--- config.mk ---
export PLATFORM = sky130hd
export DESIGN_NAME = scr1_dbgc_hart_seq_flat
export DESIGN_NICKNAME = d
export VERILOG_FILES = /design/src/rtl/scr1_dbgc_hart_seq_pkg.sv /design/src/rtl/scr1_dbgc_hart_seq_if.sv /design/src/rtl/scr1_dbgc_hart_seq_ddr.sv /design/src/rtl/scr1_dbgc_hart_seq.sv /design/src/flat_wrapper.sv
export SDC_FILE = /design/constraint.sdc
export NUM_CORES = 1
export LEC_CHECK = 0
export ABC_AREA = 1
export CAP_MARGIN = 20
export CORE_MARGIN = 3
export CORE_UTILIZATION = 65
export CTS_BUF_LIST = sky130_fd_sc_hd__clkbuf_16
export DETAILED_ROUTE_END_ITERATION = 16
export DONT_BUFFER_PORTS = 1
export PLACE_DENSITY = 0.81
export SETUP_SLACK_MARGIN = 0.4
export SLEW_MARGIN = 30
export SYNTH_ARGS = -nofsm -noshare
export SYNTH_HDL_FRONTEND = slang
export SYNTH_HIERARCHICAL = 1
export SYNTH_SLANG_ARGS = --single-unit
--- constraint.sdc ---
create_clock -name clk -period 2.3 [get_ports clk]
set_clock_uncertainty 0.15 [all_clocks]
set_input_delay 0.46 -clock clk [delete_from_list [all_inputs] [get_ports clk]]
set_output_delay 0.46 -clock clk [all_outputs]
set_load 0.05 [all_outputs]
--- src/rtl/scr1_dbgc_hart_seq_pkg.sv ---
// Types and constants shared by the DBGC hart command sequencer slice.
package scr1_dbgc_hart_seq_pkg;

  localparam int unsigned SCR1_DBGC_DBG_CORE_INSTR_WIDTH = 32;

  // Single-beat DAP operations
  typedef enum logic [2:0] {
    OpRdState   = 3'd0,
    OpWrRunctrl = 3'd1,
    OpHalt      = 3'd2,
    OpRun       = 3'd3,
    OpExec      = 3'd4,
    OpRdDreg    = 3'd5,
    OpWrDreg    = 3'd6
  } type_scr1_dbgc_hart_op_e;

  typedef enum logic [2:0] {
    StIdle,
    StCmd,
    StExecRun,
    StExecWait,
    StResp
  } type_scr1_dbgc_hart_seq_fsm_e;

  typedef enum logic {
    ModeRun = 1'b0,
    ModeDbg = 1'b1
  } type_scr1_dbgc_hart_dbg_mode_e;

  typedef enum logic {
    FetchMem  = 1'b0,
    FetchDbgc = 1'b1
  } type_scr1_dbgc_fetch_src_e;

  // Bit 0 = irq_dsbl ... bit 3 = redirect_step
  typedef struct packed {
    logic                      redirect_step;
    logic                      pc_advmt_dsbl;
    type_scr1_dbgc_fetch_src_e fetch_src;
    logic                      irq_dsbl;
  } type_scr1_dbgc_hart_runctrl_s;

  typedef struct packed {
    logic except;
    logic halted;
  } type_scr1_dbgc_hart_state_s;

  localparam int unsigned HartRunctrlWidth = $bits(type_scr1_dbgc_hart_runctrl_s);
  localparam int unsigned HartStateWidth   = $bits(type_scr1_dbgc_hart_state_s);

endpackage

--- src/rtl/scr1_dbgc_hart_seq_if.sv ---
// DAP-side single-beat operation/response channel of the hart sequencer.
interface scr1_dbgc_hart_seq_if
  import scr1_dbgc_hart_seq_pkg::*;
#(
  parameter int unsigned DWIDTH = 32
);
  logic                    dap_req;
  type_scr1_dbgc_hart_op_e dap_op;
  logic [DWIDTH-1:0]       dap_wdata;
  logic                    dap_ready;
  logic                    dap_resp_vld;
  logic                    dap_resp_err;
  logic [DWIDTH-1:0]       dap_rdata;

  modport master (
    output dap_req, dap_op, dap_wdata,
    input  dap_ready, dap_resp_vld, dap_resp_err, dap_rdata
  );

  modport slave (
    input  dap_req, dap_op, dap_wdata,
    output dap_ready, dap_resp_vld, dap_resp_err, dap_rdata
  );
endinterface

--- src/rtl/scr1_dbgc_hart_seq_ddr.sv ---
// Core->DBGC debug data register: capture on core write, flag overwrite of unread data.
module scr1_dbgc_hart_seq_ddr #(
  parameter int unsigned DWIDTH = 32
) (
  input  logic              clk,
  input  logic              rst_n,
  input  logic              dreg_wr,
  input  logic [DWIDTH-1:0] dreg_in,
  input  logic              dreg_rd,
  output logic [DWIDTH-1:0] dreg,
  output logic              dreg_ovr
);

  logic [DWIDTH-1:0] dreg_q;
  logic              unread_q, unread_d;
  logic              ovr_q, ovr_d;

  // A read in the same cycle as a write consumes the old value: ovr stays clear,
  // the new value becomes unread.
  always_comb begin
    unread_d = unread_q;
    ovr_d    = ovr_q;
    if (dreg_rd) begin
      ovr_d    = 1'b0;
      unread_d = 1'b0;
    end else if (dreg_wr && unread_q) begin
      ovr_d = 1'b1;
    end
    if (dreg_wr) unread_d = 1'b1;
  end

  // Capture register and flags
  always_ff @(posedge clk or negedge rst_n) begin
    if (!rst_n) begin
      dreg_q   <= '0;
      unread_q <= 1'b0;
      ovr_q    <= 1'b0;
    end else begin
      if (dreg_wr) dreg_q <= dreg_in;
      unread_q <= unread_d;
      ovr_q    <= ovr_d;
    end
  end

  assign dreg     = dreg_q;
  assign dreg_ovr = ovr_q;

endmodule

--- src/rtl/scr1_dbgc_hart_seq.sv ---
// DBGC hart command sequencer: DAP single-beat ops -> hart cmd/req/ack/nack handshake.
// Optional: SCR1_DBGC_CMD_TIMEOUT_EN adds an ACK_TIMEOUT-cycle ack/nack watchdog.
module scr1_dbgc_hart_seq
  import scr1_dbgc_hart_seq_pkg::*;
#(
  parameter int unsigned ACK_TIMEOUT = 255,
  parameter int unsigned DWIDTH      = 32
) (
  input  logic                                      clk,
  input  logic                                      rst_n,
  scr1_dbgc_hart_seq_if.slave                       dap,
  output type_scr1_dbgc_hart_dbg_mode_e             hart_cmd,
  output logic                                      hart_cmd_req,
  input  logic                                      hart_cmd_ack,
  input  logic                                      hart_cmd_nack,
  output type_scr1_dbgc_hart_runctrl_s              hart_runctrl,
  input  type_scr1_dbgc_hart_state_s                hart_state,
  output logic [SCR1_DBGC_DBG_CORE_INSTR_WIDTH-1:0] hart_instr,
  output logic [DWIDTH-1:0]                         hart_dreg_out,
  input  logic [DWIDTH-1:0]                         hart_dreg_in,
  input  logic                                      hart_dreg_wr
);

  type_scr1_dbgc_hart_seq_fsm_e state_q, state_d;
  type_scr1_dbgc_hart_dbg_mode_e cmd_q, cmd_d;
  type_scr1_dbgc_hart_runctrl_s runctrl_q, runctrl_d;
  type_scr1_dbgc_fetch_src_e fetch_save_q, fetch_save_d;
  logic                                      req_q, req_d;
  logic [SCR1_DBGC_DBG_CORE_INSTR_WIDTH-1:0] instr_q, instr_d;
  logic [DWIDTH-1:0]                         dreg_out_q, dreg_out_d;
  logic [DWIDTH-1:0]                         rdata_q, rdata_d;
  logic                                      err_q, err_d;
  logic                                      vld_q;
  logic                                      wait_q, wait_d;
  logic                                      accept;
  logic                                      tmo_expired;
  logic [DWIDTH-1:0]                         dreg_cap;
  logic                                      dreg_ovr;

  assign accept = (state_q == StIdle) && dap.dap_req;

  scr1_dbgc_hart_seq_ddr #(
    .DWIDTH (DWIDTH)
  ) u_ddr (
    .clk      (clk),
    .rst_n    (rst_n),
    .dreg_wr  (hart_dreg_wr),
    .dreg_in  (hart_dreg_in),
    .dreg_rd  (accept && (dap.dap_op == OpRdDreg)),
    .dreg     (dreg_cap),
    .dreg_ovr (dreg_ovr)
  );

`ifdef SCR1_DBGC_CMD_TIMEOUT_EN
  localparam logic [7:0] AckTimeoutInit = 8'(ACK_TIMEOUT);
  logic [7:0] tmo_cnt_q, tmo_cnt_d;
  logic       waiting_ack;

  assign waiting_ack = (state_q == StCmd) || (state_q == StExecRun);
  // Expires on the cycle the counter would reach zero
  assign tmo_expired = waiting_ack && (tmo_cnt_q == 8'd1);

  // Load on entry to a handshake state, count down while no ack/nack
  always_comb begin
    tmo_cnt_d = tmo_cnt_q;
    if ((state_q == StIdle) && ((state_d == StCmd) || (state_d == StExecRun))) begin
      tmo_cnt_d = AckTimeoutInit;
    end else if (waiting_ack && !hart_cmd_ack && !hart_cmd_nack && (tmo_cnt_q != 8'd0)) begin
      tmo_cnt_d = tmo_cnt_q - 8'd1;
    end
  end

  // Watchdog counter register
  always_ff @(posedge clk or negedge rst_n) begin
    if (!rst_n) tmo_cnt_q <= '0;
    else        tmo_cnt_q <= tmo_cnt_d;
  end
`else
  assign tmo_expired = 1'b0;
`endif

  // Next-state and register updates for the operation sequencer
  always_comb begin
    state_d      = state_q;
    cmd_d        = cmd_q;
    req_d        = req_q;
    runctrl_d    = runctrl_q;
    fetch_save_d = fetch_save_q;
    instr_d      = instr_q;
    dreg_out_d   = dreg_out_q;
    rdata_d      = rdata_q;
    err_d        = err_q;
    wait_d       = wait_q;
    unique case (state_q)
      StIdle: begin
        if (dap.dap_req) begin
          rdata_d = '0;
          err_d   = 1'b0;
          state_d = StResp;
          case (dap.dap_op)
            OpRdState: rdata_d = {dreg_ovr, {(DWIDTH - 1 - HartStateWidth){1'b0}}, hart_state};
            OpWrRunctrl: begin
              runctrl_d = type_scr1_dbgc_hart_runctrl_s'(dap.dap_wdata[HartRunctrlWidth-1:0]);
            end
            OpRdDreg: rdata_d = dreg_cap;
            OpWrDreg: dreg_out_d = dap.dap_wdata;
            OpHalt, OpRun: begin
              cmd_d   = (dap.dap_op == OpHalt) ? ModeDbg : ModeRun;
              req_d   = 1'b1;
              state_d = StCmd;
            end
            OpExec: begin
              // Debug fetch is only meaningful on a halted hart
              if (hart_state.halted) begin
                instr_d             = dap.dap_wdata[SCR1_DBGC_DBG_CORE_INSTR_WIDTH-1:0];
                fetch_save_d        = runctrl_q.fetch_src;
                runctrl_d.fetch_src = FetchDbgc;
                cmd_d               = ModeRun;
                req_d               = 1'b1;
                state_d             = StExecRun;
              end else begin
                err_d = 1'b1;
              end
            end
            default: err_d = 1'b1;
          endcase
        end
      end
      StCmd: begin
        // nack wins over a simultaneous ack
        if (hart_cmd_nack || hart_cmd_ack || tmo_expired) begin
          req_d   = 1'b0;
          err_d   = hart_cmd_nack || !hart_cmd_ack;
          state_d = StResp;
        end
      end
      StExecRun: begin
        if (hart_cmd_nack || (!hart_cmd_ack && tmo_expired)) begin
          req_d               = 1'b0;
          runctrl_d.fetch_src = fetch_save_q;
          err_d               = 1'b1;
          state_d             = StResp;
        end else if (hart_cmd_ack) begin
          req_d   = 1'b0;
          wait_d  = 1'b1;
          state_d = StExecWait;
        end
      end
      StExecWait: begin
        // One dead cycle so halted is not sampled until 2 cycles after ack
        if (wait_q) begin
          wait_d = 1'b0;
        end else if (hart_state.halted) begin
          runctrl_d.fetch_src = fetch_save_q;
          err_d               = hart_state.except;
          state_d             = StResp;
        end
      end
      StResp:  state_d = StIdle;
      default: state_d = StIdle;
    endcase
  end

  // FSM state register
  always_ff @(posedge clk or negedge rst_n) begin
    if (!rst_n) state_q <= StIdle;
    else        state_q <= state_d;
  end

  // Hart-facing and response registers
  always_ff @(posedge clk or negedge rst_n) begin
    if (!rst_n) begin
      cmd_q        <= ModeRun;
      req_q        <= 1'b0;
      runctrl_q    <= '0;
      fetch_save_q <= FetchMem;
      instr_q      <= '0;
      dreg_out_q   <= '0;
      rdata_q      <= '0;
      err_q        <= 1'b0;
      vld_q        <= 1'b0;
      wait_q       <= 1'b0;
    end else begin
      cmd_q        <= cmd_d;
      req_q        <= req_d;
      runctrl_q    <= runctrl_d;
      fetch_save_q <= fetch_save_d;
      instr_q      <= instr_d;
      dreg_out_q   <= dreg_out_d;
      rdata_q      <= rdata_d;
      err_q        <= err_d;
      vld_q        <= (state_q == StResp);
      wait_q       <= wait_d;
    end
  end

  assign dap.dap_ready    = accept;
  assign dap.dap_resp_vld = vld_q;
  assign dap.dap_resp_err = err_q;
  assign dap.dap_rdata    = rdata_q;
  assign hart_cmd         = cmd_q;
  assign hart_cmd_req     = req_q;
  assign hart_runctrl     = runctrl_q;
  assign hart_instr       = instr_q;
  assign hart_dreg_out    = dreg_out_q;

endmodule

--- src/flat_wrapper.sv ---
// flat-port wrapper written by rule: the top's interface ports become plain ports
module scr1_dbgc_hart_seq_flat import scr1_dbgc_hart_seq_pkg::*;
#(
  parameter int unsigned ACK_TIMEOUT = 255,
  parameter int unsigned DWIDTH      = 32
)
  (clk, rst_n, hart_cmd, hart_cmd_req, hart_cmd_ack, hart_cmd_nack, hart_runctrl, hart_state, hart_instr, hart_dreg_out, hart_dreg_in, hart_dreg_wr, dap_dap_req, dap_dap_op, dap_dap_wdata, dap_dap_ready, dap_dap_resp_vld, dap_dap_resp_err, dap_dap_rdata);
  scr1_dbgc_hart_seq_if #(.DWIDTH(DWIDTH)) dap_i ();
  input  logic clk;
  input  logic rst_n;
  output type_scr1_dbgc_hart_dbg_mode_e hart_cmd;
  output logic hart_cmd_req;
  input  logic hart_cmd_ack;
  input  logic hart_cmd_nack;
  output type_scr1_dbgc_hart_runctrl_s hart_runctrl;
  input  type_scr1_dbgc_hart_state_s hart_state;
  output logic [SCR1_DBGC_DBG_CORE_INSTR_WIDTH-1:0] hart_instr;
  output logic [DWIDTH-1:0] hart_dreg_out;
  input  logic [DWIDTH-1:0] hart_dreg_in;
  input  logic hart_dreg_wr;
  input wire logic [$bits(dap_i.dap_req)-1:0] dap_dap_req;
  input wire logic [$bits(dap_i.dap_op)-1:0] dap_dap_op;
  input wire logic [$bits(dap_i.dap_wdata)-1:0] dap_dap_wdata;
  output wire logic [$bits(dap_i.dap_ready)-1:0] dap_dap_ready;
  output wire logic [$bits(dap_i.dap_resp_vld)-1:0] dap_dap_resp_vld;
  output wire logic [$bits(dap_i.dap_resp_err)-1:0] dap_dap_resp_err;
  output wire logic [$bits(dap_i.dap_rdata)-1:0] dap_dap_rdata;
  assign dap_i.dap_req = dap_dap_req;
  assign dap_i.dap_op = dap_dap_op;
  assign dap_i.dap_wdata = dap_dap_wdata;
  assign dap_dap_ready = dap_i.dap_ready;
  assign dap_dap_resp_vld = dap_i.dap_resp_vld;
  assign dap_dap_resp_err = dap_i.dap_resp_err;
  assign dap_dap_rdata = dap_i.dap_rdata;
  scr1_dbgc_hart_seq #(.ACK_TIMEOUT(ACK_TIMEOUT), .DWIDTH(DWIDTH)) u_core (.clk(clk), .rst_n(rst_n), .dap(dap_i), .hart_cmd(hart_cmd), .hart_cmd_req(hart_cmd_req), .hart_cmd_ack(hart_cmd_ack), .hart_cmd_nack(hart_cmd_nack), .hart_runctrl(hart_runctrl), .hart_state(hart_state), .hart_instr(hart_instr), .hart_dreg_out(hart_dreg_out), .hart_dreg_in(hart_dreg_in), .hart_dreg_wr(hart_dreg_wr));
endmodule
==> impl_results.md <==
- Post-Route M1 WL: 4.86 mm
- Grt ovf: 0
- Final Setup Violations: 0
- Crit-path slowest cell: dfrtp_2
- Synth top area share: 0.609
- Clk slew on worst S/H paths: roughly 0.070 ns
- Layout cells sized above 1: 0.142
- EDFF count, synth: 0
- # rows: 34
- Synth cell types: 27
- Routed wire per std cell: 16.5 µm
- Pwr/cell area: between 1500 and 2000 nW/µm²
- Dpl ws: 0.382 ns
- Vias: 4,127
- Max Clock Freq: 500 MHz
- Slew Limit Fails: 0
- Core area: 8760 µm²
- CP cell instances: nor2_4 -> nand2_4 -> nor2_8 -> buf_8
- Number of max-cap violations: 0
- Clock buffer count from CTS: 17
- DRC viols: 0
- WHS: -0.404 ns
- Hold Fails Final Rpt: ~140
- Ant. Diodes: 0
- Syn nets: between 700 and 800
- Worst EP required: around 1.7 ns
- Top sig layer: met4
- RSZ-0062 raised after global routing: true
- Worst Hold Class: in -> async
- Synth Register Bits: 143
- Max VDD drop: 692 µV
- CP Class: reg -> out
- Slew @ Worst Pin: between 0.5 and 0.6 ns
- Root Driver: clkbuf_16
- Status: complete, but fails checks
- DRT antenna net count: 0
- Synthesized cell area: 5880 µm²
- CP Data Arrival Time: 1.39 ns
- Crit Path Max Fanout: 5
- Buf/Inv on CP: 1
- Post-layout min period: approximately 2.0 ns
- Internal power: 0.00524 W
- Vias in the first global route: 4,065
- I/O Pins: 180
- Switching power total: 0.00497 W
- DIE AREA: 10,200 µm²
- Switching Share: 0.487
- Starting density of the core: 0.671
- Flop pwr share: 0.610
- LEAKAGE: 3.37 nW
- Met3 wire length: approximately 1.2 mm
- Synth-to-Final Area Change: 10.5%
- Failing checks: negative hold slack
- H-tree depth: 4
- Fin crit share: 0.869
- Antenna violations before repair: 0
- Asr flop ratio synth: 1.00
- Synth area leader: dfrtp_1
- Pin count of the biggest net entering global routing: roughly 140
- Met2 WL: 6.33 mm
- First-pass GRT wire length: between 15 and 20 mm
- Avg Cell Area, Syn: between 9 and 10 µm²
- Post-synthesis sequential area ratio: 0.609
- Synth Warn #: 6
- Dominant cells by area after synthesis: dfrtp_1 (61%), nand2_1 (15%), inv_1 (2.9%)
- Total GRT Usage: 0.244
- Slew margin rel.: 0.647
- Ys flop type: dfrtp_1
- CTS sink count: 143
- Most frequent cell after synthesis: nand2_1
- Worst path top cell family by delay: flip-flops
- CP Launch Type: flop
- DRT Wirelength: 12.6 mm
- Nets: 715
- Synth Instances: about 640
- DP Wirelength: 8.25 mm
- Die height: roughly 100 µm
- TritonCTS clock tree: done
- Skew-Pair Late Insertion Delay: roughly 0.4 ns
- Commonest cells post-synth: nand2_1 (242), dfrtp_1 (143), inv_1 (46), nor2_1 (46), o21ai_1 (24)
- GPL Wtd Cong: 0.888
- CP Capture Type: output port
- CTS Buffer Depth: 2
- Final worst setup slack: 0.301 ns
- 1st-pass router iterations: 4
- Die X: 101 µm
- Clock power share: 0.246
- Biggest cell delay along the critical path: around 0.44 ns
- Total Neg Setup Slack: 0 ns
- Drt initial violations: 173
- IO Port Bufs: 0
- Logic pwr share: 0.143
- Drt via density: 5.42
## stage by stage
step	power, W	std cells	utilization	cell area, µm²
CTS	0.0102	756	0.736	6450
finish	0.0102	761	0.742	6500
global route	0.0107	761	0.742	6500
floorplan	0.00724	636	-	5880
detailed placement	0.00765	722	0.667	5840
global placement	0.00754	722	0.667	5840
## worst reg2reg max path: stages, from the launching register on
cell and delay (ns):
dfrtp_2 0.44, nor2_4 0.14, nand2_4 0.09, nor2_8 0.16
inv_2 0.16, nor2_8 0.19, buf_16 0.21, nor2_1 0.10
a21oi_2 0.14
## sequential cells by signal, indices dropped and copies added, names as in the netlist
| register | flops |
|---|---|
| u_core/dap.dap_rdata | 32 |
| u_core/hart_dreg_out | 32 |
| u_core/hart_instr | 32 |
| u_core/u_ddr/dreg | 32 |
| u_core/hart_runctrl | 4 |
| u_core/state_q | 3 |
| u_core/dap.dap_resp_err | 1 |
| u_core/dap.dap_resp_vld | 1 |
| u_core/fetch_save_q | 1 |
| u_core/hart_cmd | 1 |
| u_core/hart_cmd_req | 1 |
| u_core/u_ddr/dreg_ovr | 1 |
| u_core/u_ddr/unread_q | 1 |
| u_core/wait_q | 1 |
## area by class of cell
type	instances	area, µm²
clock buffer	17	425
timing repair buffer	12	150
inverter	50	200
fill	622	2260
tap	108	135
multi-input combinational	416	1880
sequential	143	3580
clock inverter	15	126
## cells by family after synthesis
| logic type | count (synthesis) | share of synthesized area |
|---|---|---|
| buffers and inverters | 77 | 0.0740 |
| AND/OR/NAND/NOR | 330 | 0.231 |
| AO/OA/AOI/OAI | 86 | 0.0864 |
| flip-flops | 143 | 0.609 |
## layout by cell type, fill, tap and decap left out
cell / synthesis / final
nand2_2: 17 / 17
nand3_1: 16 / 15
buf_12: 0 / 1
dfrtp_1: 143 / 140
clkbuf_16: 0 / 17
inv_6: 0 / 4
a21oi_1: 20 / 20
nor3_1: 2 / 2
nor2_4: 1 / 1
dfrtp_2: 0 / 3
inv_2: 3 / 2
buf_4: 2 / 8
nand2_1: 242 / 242
clkinv_4: 0 / 3
buf_16: 0 / 2
o21a_1: 2 / 2
or2_2: 1 / 1
buf_8: 1 / 1
a21boi_0: 2 / 2
inv_1: 46 / 46
nand4_1: 1 / 1
nand2_4: 1 / 1
nand3_4: 0 / 1
nor2_2: 1 / 1
nor2_8: 2 / 2
nor2_1: 46 / 46
clkinv_2: 0 / 2
inv_8: 1 / 4
clkinvlp_4: 0 / 4
o21ai_0: 20 / 20
a21oi_2: 18 / 18
o21ai_1: 24 / 24
## power groups by stage
stage | logic (W) | clock network [W] | registers [W]
3_5_place_dp | 0.00134 | 0 | 0.00631
3_3_place_gp | 0.00126 | 0 | 0.00628
5_1_grt | 0.00166 | 0.00268 | 0.00634
6_report | 0.00146 | 0.00251 | 0.00623
2_1_floorplan | 0.00115 | 0 | 0.00609
4_1_cts | 0.00139 | 0.00257 | 0.00626
## layer usage
layer,vias to the layer above,GRT usage
met3,17,0.0817
met4,0,0.0910
met1,1964,0.296
li1,1978,-
met2,168,0.406
met5,-,0
## repair_timing
action	in CTS	in global routing
resized for setup	8	2
cloned	1	0
setup endpoints to repair	41	68
hold endpoints to repair	143	143
pin swaps	1	3
setup buffers	1	5
## path summary, 6_finish.rpt
| check | startpoint | to | slack [ns] | depth (start not counted) |
|---|---|---|---|---|
| min in group clk | hart_dreg_wr | u_core/u_ddr/dreg[27] | 0.02 | 2 |
| max in group asynchronous | rst_n | u_core/state_q[2] | 2.14 | 0 |
| setup / recovery | u_core/state_q[2] | dap_dap_ready | 0.30 | 4 |
| hold reg to reg | u_core/u_ddr/dreg[9] | u_core/dap.dap_rdata[9] | 0.32 | 2 |
| setup reg to reg | u_core/state_q[2] | u_core/hart_dreg_out[14] | 0.45 | 8 |
| hold / removal | rst_n | u_core/hart_instr[20] | -0.40 | 0 |
No activity file was read; power rests on OpenSTA's default activity.
